[src/rtl/imm_gen_pipe.sv]
// rtl/imm_gen_pipe.sv - registered RV32I/RV64I immediate decoder stage with optional skid buffer
module imm_gen_pipe #(
    parameter int XLEN  = 32,
    parameter int TAG_W = 32,
    parameter int SKID  = 1
) (
    input  logic             clk,
    input  logic             rst_n,
    input  logic             in_valid,
    output logic             in_ready,
    input  logic [31:0]      instr,
    input  logic [TAG_W-1:0] in_tag,
    output logic             out_valid,
    input  logic             out_ready,
    output logic [XLEN-1:0]  imm,
    output logic [2:0]       imm_type,
    output logic             illegal,
    output logic [TAG_W-1:0] out_tag
);

    localparam logic [6:0] OPC_LUI     = 7'b0110111;
    localparam logic [6:0] OPC_AUIPC   = 7'b0010111;
    localparam logic [6:0] OPC_JAL     = 7'b1101111;
    localparam logic [6:0] OPC_JALR    = 7'b1100111;
    localparam logic [6:0] OPC_LOAD    = 7'b0000011;
    localparam logic [6:0] OPC_MISC    = 7'b0001111;
    localparam logic [6:0] OPC_BRANCH  = 7'b1100011;
    localparam logic [6:0] OPC_STORE   = 7'b0100011;
    localparam logic [6:0] OPC_OP_IMM  = 7'b0010011;
    localparam logic [6:0] OPC_OP_IMM32 = 7'b0011011;
    localparam logic [6:0] OPC_SYSTEM  = 7'b1110011;
    localparam logic [6:0] OPC_OP      = 7'b0110011;
    localparam logic [6:0] OPC_OP32    = 7'b0111011;

    localparam logic [2:0] T_NONE  = 3'd0;
    localparam logic [2:0] T_I     = 3'd1;
    localparam logic [2:0] T_S     = 3'd2;
    localparam logic [2:0] T_B     = 3'd3;
    localparam logic [2:0] T_U     = 3'd4;
    localparam logic [2:0] T_J     = 3'd5;
    localparam logic [2:0] T_SHAMT = 3'd6;
    localparam logic [2:0] T_ZIMM  = 3'd7;

    localparam bit RV64 = (XLEN == 64);
    localparam int PW   = XLEN + 4 + TAG_W;

    function automatic logic [XLEN-1:0] sext32(input logic [31:0] v);
        logic [XLEN-1:0] r;
        r       = {XLEN{v[31]}};
        r[31:0] = v;
        return r;
    endfunction

    function automatic logic [XLEN-1:0] zext6(input logic [5:0] v);
        logic [XLEN-1:0] r;
        r      = '0;
        r[5:0] = v;
        return r;
    endfunction

    logic [6:0]  opcode;
    logic [2:0]  funct3;
    logic [31:0] imm_i, imm_s, imm_b, imm_u, imm_j;

    assign opcode = instr[6:0];
    assign funct3 = instr[14:12];
    assign imm_i  = {{20{instr[31]}}, instr[31:20]};
    assign imm_s  = {{20{instr[31]}}, instr[31:25], instr[11:7]};
    assign imm_b  = {{19{instr[31]}}, instr[31], instr[7], instr[30:25], instr[11:8], 1'b0};
    assign imm_u  = {instr[31:12], 12'h000};
    assign imm_j  = {{11{instr[31]}}, instr[31], instr[19:12], instr[20], instr[30:21], 1'b0};

    logic [XLEN-1:0] dec_imm;
    logic [2:0]      dec_type;
    logic            dec_ill;

    always_comb begin
        dec_imm  = '0;
        dec_type = T_NONE;
        dec_ill  = 1'b0;
        case (opcode)
            OPC_LUI, OPC_AUIPC: begin
                dec_type = T_U;
                dec_imm  = sext32(imm_u);
            end
            OPC_JAL: begin
                dec_type = T_J;
                dec_imm  = sext32(imm_j);
            end
            OPC_JALR, OPC_LOAD, OPC_MISC: begin
                dec_type = T_I;
                dec_imm  = sext32(imm_i);
            end
            OPC_BRANCH: begin
                dec_type = T_B;
                dec_imm  = sext32(imm_b);
            end
            OPC_STORE: begin
                dec_type = T_S;
                dec_imm  = sext32(imm_s);
            end
            OPC_OP_IMM: begin
                // funct3 001/101 are the shifts; funct7 (arith/logical) never reaches imm
                if (funct3[1:0] == 2'b01) begin
                    dec_type = T_SHAMT;
                    dec_imm  = zext6(RV64 ? instr[25:20] : {1'b0, instr[24:20]});
                end else begin
                    dec_type = T_I;
                    dec_imm  = sext32(imm_i);
                end
            end
            OPC_OP_IMM32: begin
                if (!RV64) begin
                    dec_ill = 1'b1;
                end else if (funct3[1:0] == 2'b01) begin
                    dec_type = T_SHAMT;
                    dec_imm  = zext6({1'b0, instr[24:20]});
                end else begin
                    dec_type = T_I;
                    dec_imm  = sext32(imm_i);
                end
            end
            OPC_SYSTEM: begin
                if (funct3[2]) begin
                    dec_type = T_ZIMM;
                    dec_imm  = zext6({1'b0, instr[19:15]});
                end else begin
                    dec_type = T_I;
                    dec_imm  = sext32(imm_i);
                end
            end
            OPC_OP: begin
                dec_ill = 1'b0;
            end
            OPC_OP32: begin
                dec_ill = !RV64;
            end
            default: begin
                dec_ill = 1'b1;
            end
        endcase
    end

    logic [PW-1:0] dec_word;
    logic [PW-1:0] main_q;
    logic          accept;

    assign dec_word = {dec_imm, dec_type, dec_ill, in_tag};
    assign accept   = in_valid && in_ready;
    assign {imm, imm_type, illegal, out_tag} = main_q;

    generate
        if (SKID != 0) begin : g_skid
            logic          skid_valid;
            logic [PW-1:0] skid_q;

            // skid_valid is a flop, so in_ready has no combinational path from out_ready
            assign in_ready = !skid_valid;

            always_ff @(posedge clk or negedge rst_n) begin
                if (!rst_n) begin
                    out_valid  <= 1'b0;
                    main_q     <= '0;
                    skid_valid <= 1'b0;
                    skid_q     <= '0;
                end else if (!out_valid || out_ready) begin
                    if (skid_valid) begin
                        main_q     <= skid_q;
                        out_valid  <= 1'b1;
                        skid_valid <= 1'b0;
                    end else begin
                        out_valid <= accept;
                        if (accept) begin
                            main_q <= dec_word;
                        end
                    end
                end else if (accept) begin
                    skid_q     <= dec_word;
                    skid_valid <= 1'b1;
                end
            end
        end else begin : g_single
            assign in_ready = !out_valid || out_ready;

            always_ff @(posedge clk or negedge rst_n) begin
                if (!rst_n) begin
                    out_valid <= 1'b0;
                    main_q    <= '0;
                end else if (!out_valid || out_ready) begin
                    out_valid <= accept;
                    if (accept) begin
                        main_q <= dec_word;
                    end
                end
            end
        end
    endgenerate

endmodule

[config.mk]
export PLATFORM = sky130hd
export DESIGN_NAME = imm_gen_pipe
export DESIGN_NICKNAME = d
export VERILOG_FILES = /design/src/rtl/imm_gen_pipe.sv
export SDC_FILE = /design/constraint.sdc
export NUM_CORES = 1
export LEC_CHECK = 0
export CAP_MARGIN = 20
export CORE_UTILIZATION = 55
export DETAILED_ROUTE_END_ITERATION = 12
export GPL_TIMING_DRIVEN = 0
export MAX_ROUTING_LAYER = met4
export PLACE_DENSITY = 0.95
export SLEW_MARGIN = 30
export SYNTH_ARGS = -nofsm -noshare
export SYNTH_HDL_FRONTEND = slang
export SYNTH_SLANG_ARGS = --single-unit
[constraint.sdc]
create_clock -name clk -period 3.4 [get_ports clk]
set_clock_uncertainty 0.05 [all_clocks]
set_input_delay 0.68 -clock clk [delete_from_list [all_inputs] [get_ports clk]]
set_output_delay 0.68 -clock clk [all_outputs]
set_load 0.005 [all_outputs]
==> results.md <==
- Top cell family by delay on the critical path: buffers and inverters
- Pwr Density: around 630 mW/mm^2
- Crit-path cells: clkbuf_1 > inv_1 > buf_2 > buf_1 > clkdlybuf4s50_1
- Leak: about 3.8 nW
- Post-DP Area: just under 0.008 sq mm
- Stages on the worst setup path: 5
- Later-pin clock latency in the skew report: about 420 ps
- Routed WL: about 20 mm
- Post-layout min period: approximately 3000 ps
- RSZ-0062 raised after global routing: no
- IO Count: ~140
- Max Cap Viol: 0
- Die Width: about 110 um
- Setup bufs post-CTS: 0
- CP required: about 2700 ps
- Fmax: around 0.33 GHz
- Count of final setup violators: 0
- Cts hold-fix bufs: 0
- Synthesis Warnings: 0
- Fillers: 628
- CP peak stage delay: about 610 ps
- Most frequent cell after synthesis: nand2_1
- R2R cell count: 8
- Hold Path Class: primary input to async pin
- DR WL met2: around 9.6 mm
- Die area: ~0.012 sq mm
- Slew headroom: about half
- Root Driver: clkbuf_16
- Synth Net Count: between 700 and 800
- CP endpoint: in_ready
- Syn avg cell area: 9.49 sq um
- First-pass GRT wire length: roughly 31 mm
- Reg2Reg Launch Point: g_skid.skid_valid
- Max layer used: met4
- Buffers plus inverters on the worst setup path: 5
- Worst r2r dst: g_skid.skid_q[42]
- Ranking of synthesized cells by area: dfrtp_1 54%, nand2_1 10%, mux2i_1 5.2%
- Sequential Power Share: between 30% and 40%
- Final ANT Viol Nets: 0
- Final estimated routing congestion in global placement: between 0.9 and 1
- WL met1: between 7 and 8 mm
- Post-place setup slack: 481 ps
- Core box area: around 0.011 sq mm
- Share of layout cells above drive strength 1: between 9 and 10%
- Clock power share: between 40% and 50%
- Fin Hold WS: between 100 and 150 ps
- Worst slew pin tran: ~720 ps
- Synth top area share: between 50% and 60%
- CTS sink cnt: roughly 140
- Fin. Hold Viols: 0
- Flip-flop and latch count after synthesis: roughly 140
- TritonCTS clock tree: built
- Seq/Total Area, Yosys: a little over half
- H-tree level count: 4
- Number of global-route vias before repair: 6238
- FF-to-FF setup slack: approximately 1300 ps
- Die Span Y: 110 um
- CP Class: flop to primary output
- DRT Pass-1 Iters: 9
- Post-route cell area: just under 0.009 sq mm
- DPL Wire Length: 13.3 mm
- CP max FO: 10
- Synth area leader: dfrtp_1
- CP max stage cell: clkdlybuf4s50_1
- CP endpoint kind: primary output
- Pin count of the biggest net entering global routing: 85
- Synth-to-Final Area Change: 36.0%
- Gr usage total: a little over a third
- Post-Syn Instances: between 600 and 700
- DR WL met3: between 1.5 and 2 mm
- EDFF count, synth: 0
- Total chip power: roughly 0.0054 W
- DRT iter0 DRCs: 639
- Maximum vdd drop: between 300 and 400 uV
- Synth cell count leaders: 178 x nand2_1, 138 x dfrtp_1, 64 x o21ai_0, 50 x nor2_1
- Total CTS buffers: 17
- Sw Share: approximately a quarter
- Sw Pwr: between 0.001 and 0.0015 W
- Nets@finish: between 800 and 900
- Vias per Instance: roughly 6.2
- CP Launch Point: g_skid.skid_valid
- Post-Syn Area: between 0.006 and 0.007 sq mm
- Fin util: between 70 and 80%
- Asr flop ratio synth: between 90% and 100%
- Total number of vias: a little over 6000
- Logic gate share of total power: about a fifth
- Std-Cell Rows: 38
- CP Launch Type: flop
- Clock buffer depth: 2
- Grt ovf: 0
- Initial Utilization: 57.5%
- Ys flop type: dfrtp_1
- Netlist cell types: 52
- N_diodes: 0
- Status: complete, no violations
- Wire per inst: 20.1 um
- Worst EP arrival: 2290 ps
- Max-slew violations: 0
- PortBufs: 135
- Final Cycle Share: approximately nine tenths
- Cts repair resizes: 0
- DR DRC count: 0
- Final worst slack: around 380 ps
- Int Pwr: ~0.0040 W
- Initial antenna violation count: 0
- Reg clk slew, reported paths: roughly 60 ps
==> final cells by class <==
cell class	instances	area (sq um)	share of cell area, %
Buffer	48	235	2.72
Clock buffer	20	467	5.39
Clock inverter	12	265	3.06
Inverter	5	18.8	0.217
Multi-Input combinational cell	480	2660	30.7
Sequential cell	138	3450	39.9
Tap cell	140	175	2.02
Timing Repair Buffer	136	1380	16.0
==> metrics by stage <==
step	instances	TNS, ps
floorplan	671	0
global placement	946	-474650
detailed placement	947	0
CTS	979	0
global route	979	0
finish	979	0
==> how the worst min path moves through the flow <==
stage	end	slack, ps	depth (start not counted)
after global routing	main_q[11]	150	1
final	main_q[11]	130	1
after global placement	g_skid.skid_q[35]	400	2
after floorplan	g_skid.skid_q[0]	330	0
after detailed placement	g_skid.skid_q[35]	410	2
after CTS	main_q[11]	140	1
==> layer usage <==
layer | vias up | track usage [%]
li1 | 2608 | -
met1 | 2969 | 41.8
met2 | 426 | 57.8
met3 | 96 | 9.31
met4 | 0 | 17.7
met5 | - | -
==> layout by cell type, fill, tap and decap left out, types with 2 or more instances in the layout <==
master / synthesis / layout
clkinvlp_4: 0 / 2
buf_6: 5 / 5
nand2_1: 178 / 178
mux2i_1: 33 / 33
a211oi_2: 12 / 12
nor2_1: 50 / 50
a21oi_1: 33 / 33
nor3_1: 24 / 24
bufinv_16: 0 / 8
a222oi_1: 4 / 4
nand3_1: 4 / 4
and2b_1: 2 / 2
nand2b_1: 6 / 6
a21oi_2: 2 / 2
inv_1: 5 / 5
a22oi_1: 2 / 2
clkdlybuf4s50_1: 0 / 134
nor2b_1: 3 / 3
nor3_4: 2 / 2
clkinv_2: 0 / 2
buf_2: 14 / 14
dfrtp_1: 138 / 138
o21ai_0: 64 / 64
clkbuf_8: 0 / 3
clkbuf_1: 26 / 26
o21ai_1: 6 / 6
a21o_1: 2 / 2
and3_1: 10 / 10
a211oi_1: 15 / 15
buf_1: 3 / 3
clkbuf_16: 0 / 17
o22ai_1: 2 / 2
==> power groups by stage <==
stage	registers [W]	logic [W]	clock network (W)
after floorplan	0.00210	0.000444	0
final	0.00212	0.00104	0.00229
after detailed placement	0.00213	0.00102	0
after CTS	0.00211	0.00104	0.00228
after global routing	0.00214	0.00114	0.00236
after global placement	0.00211	0.000963	0
==> cell families (layout without fill, tap and decap cells) <==
group,after synthesis,after routing,share of synthesized area (%)
flip-flops,138,138,54.2
XOR/XNOR,1,1,0.138
multiplexers,33,33,5.19
AND/OR/NAND/NOR,291,291,20.6
AO/OA/AOI/OAI,155,155,15.8
buffers and inverters,53,221,3.99
==> registers in the layout, summed over array words and instances (netlist names) <==
name	cells
g_skid.skid_q	68
main_q	68
g_skid.skid_valid	1
out_valid	1
Note: power is estimated with default switching activity, not from simulation.
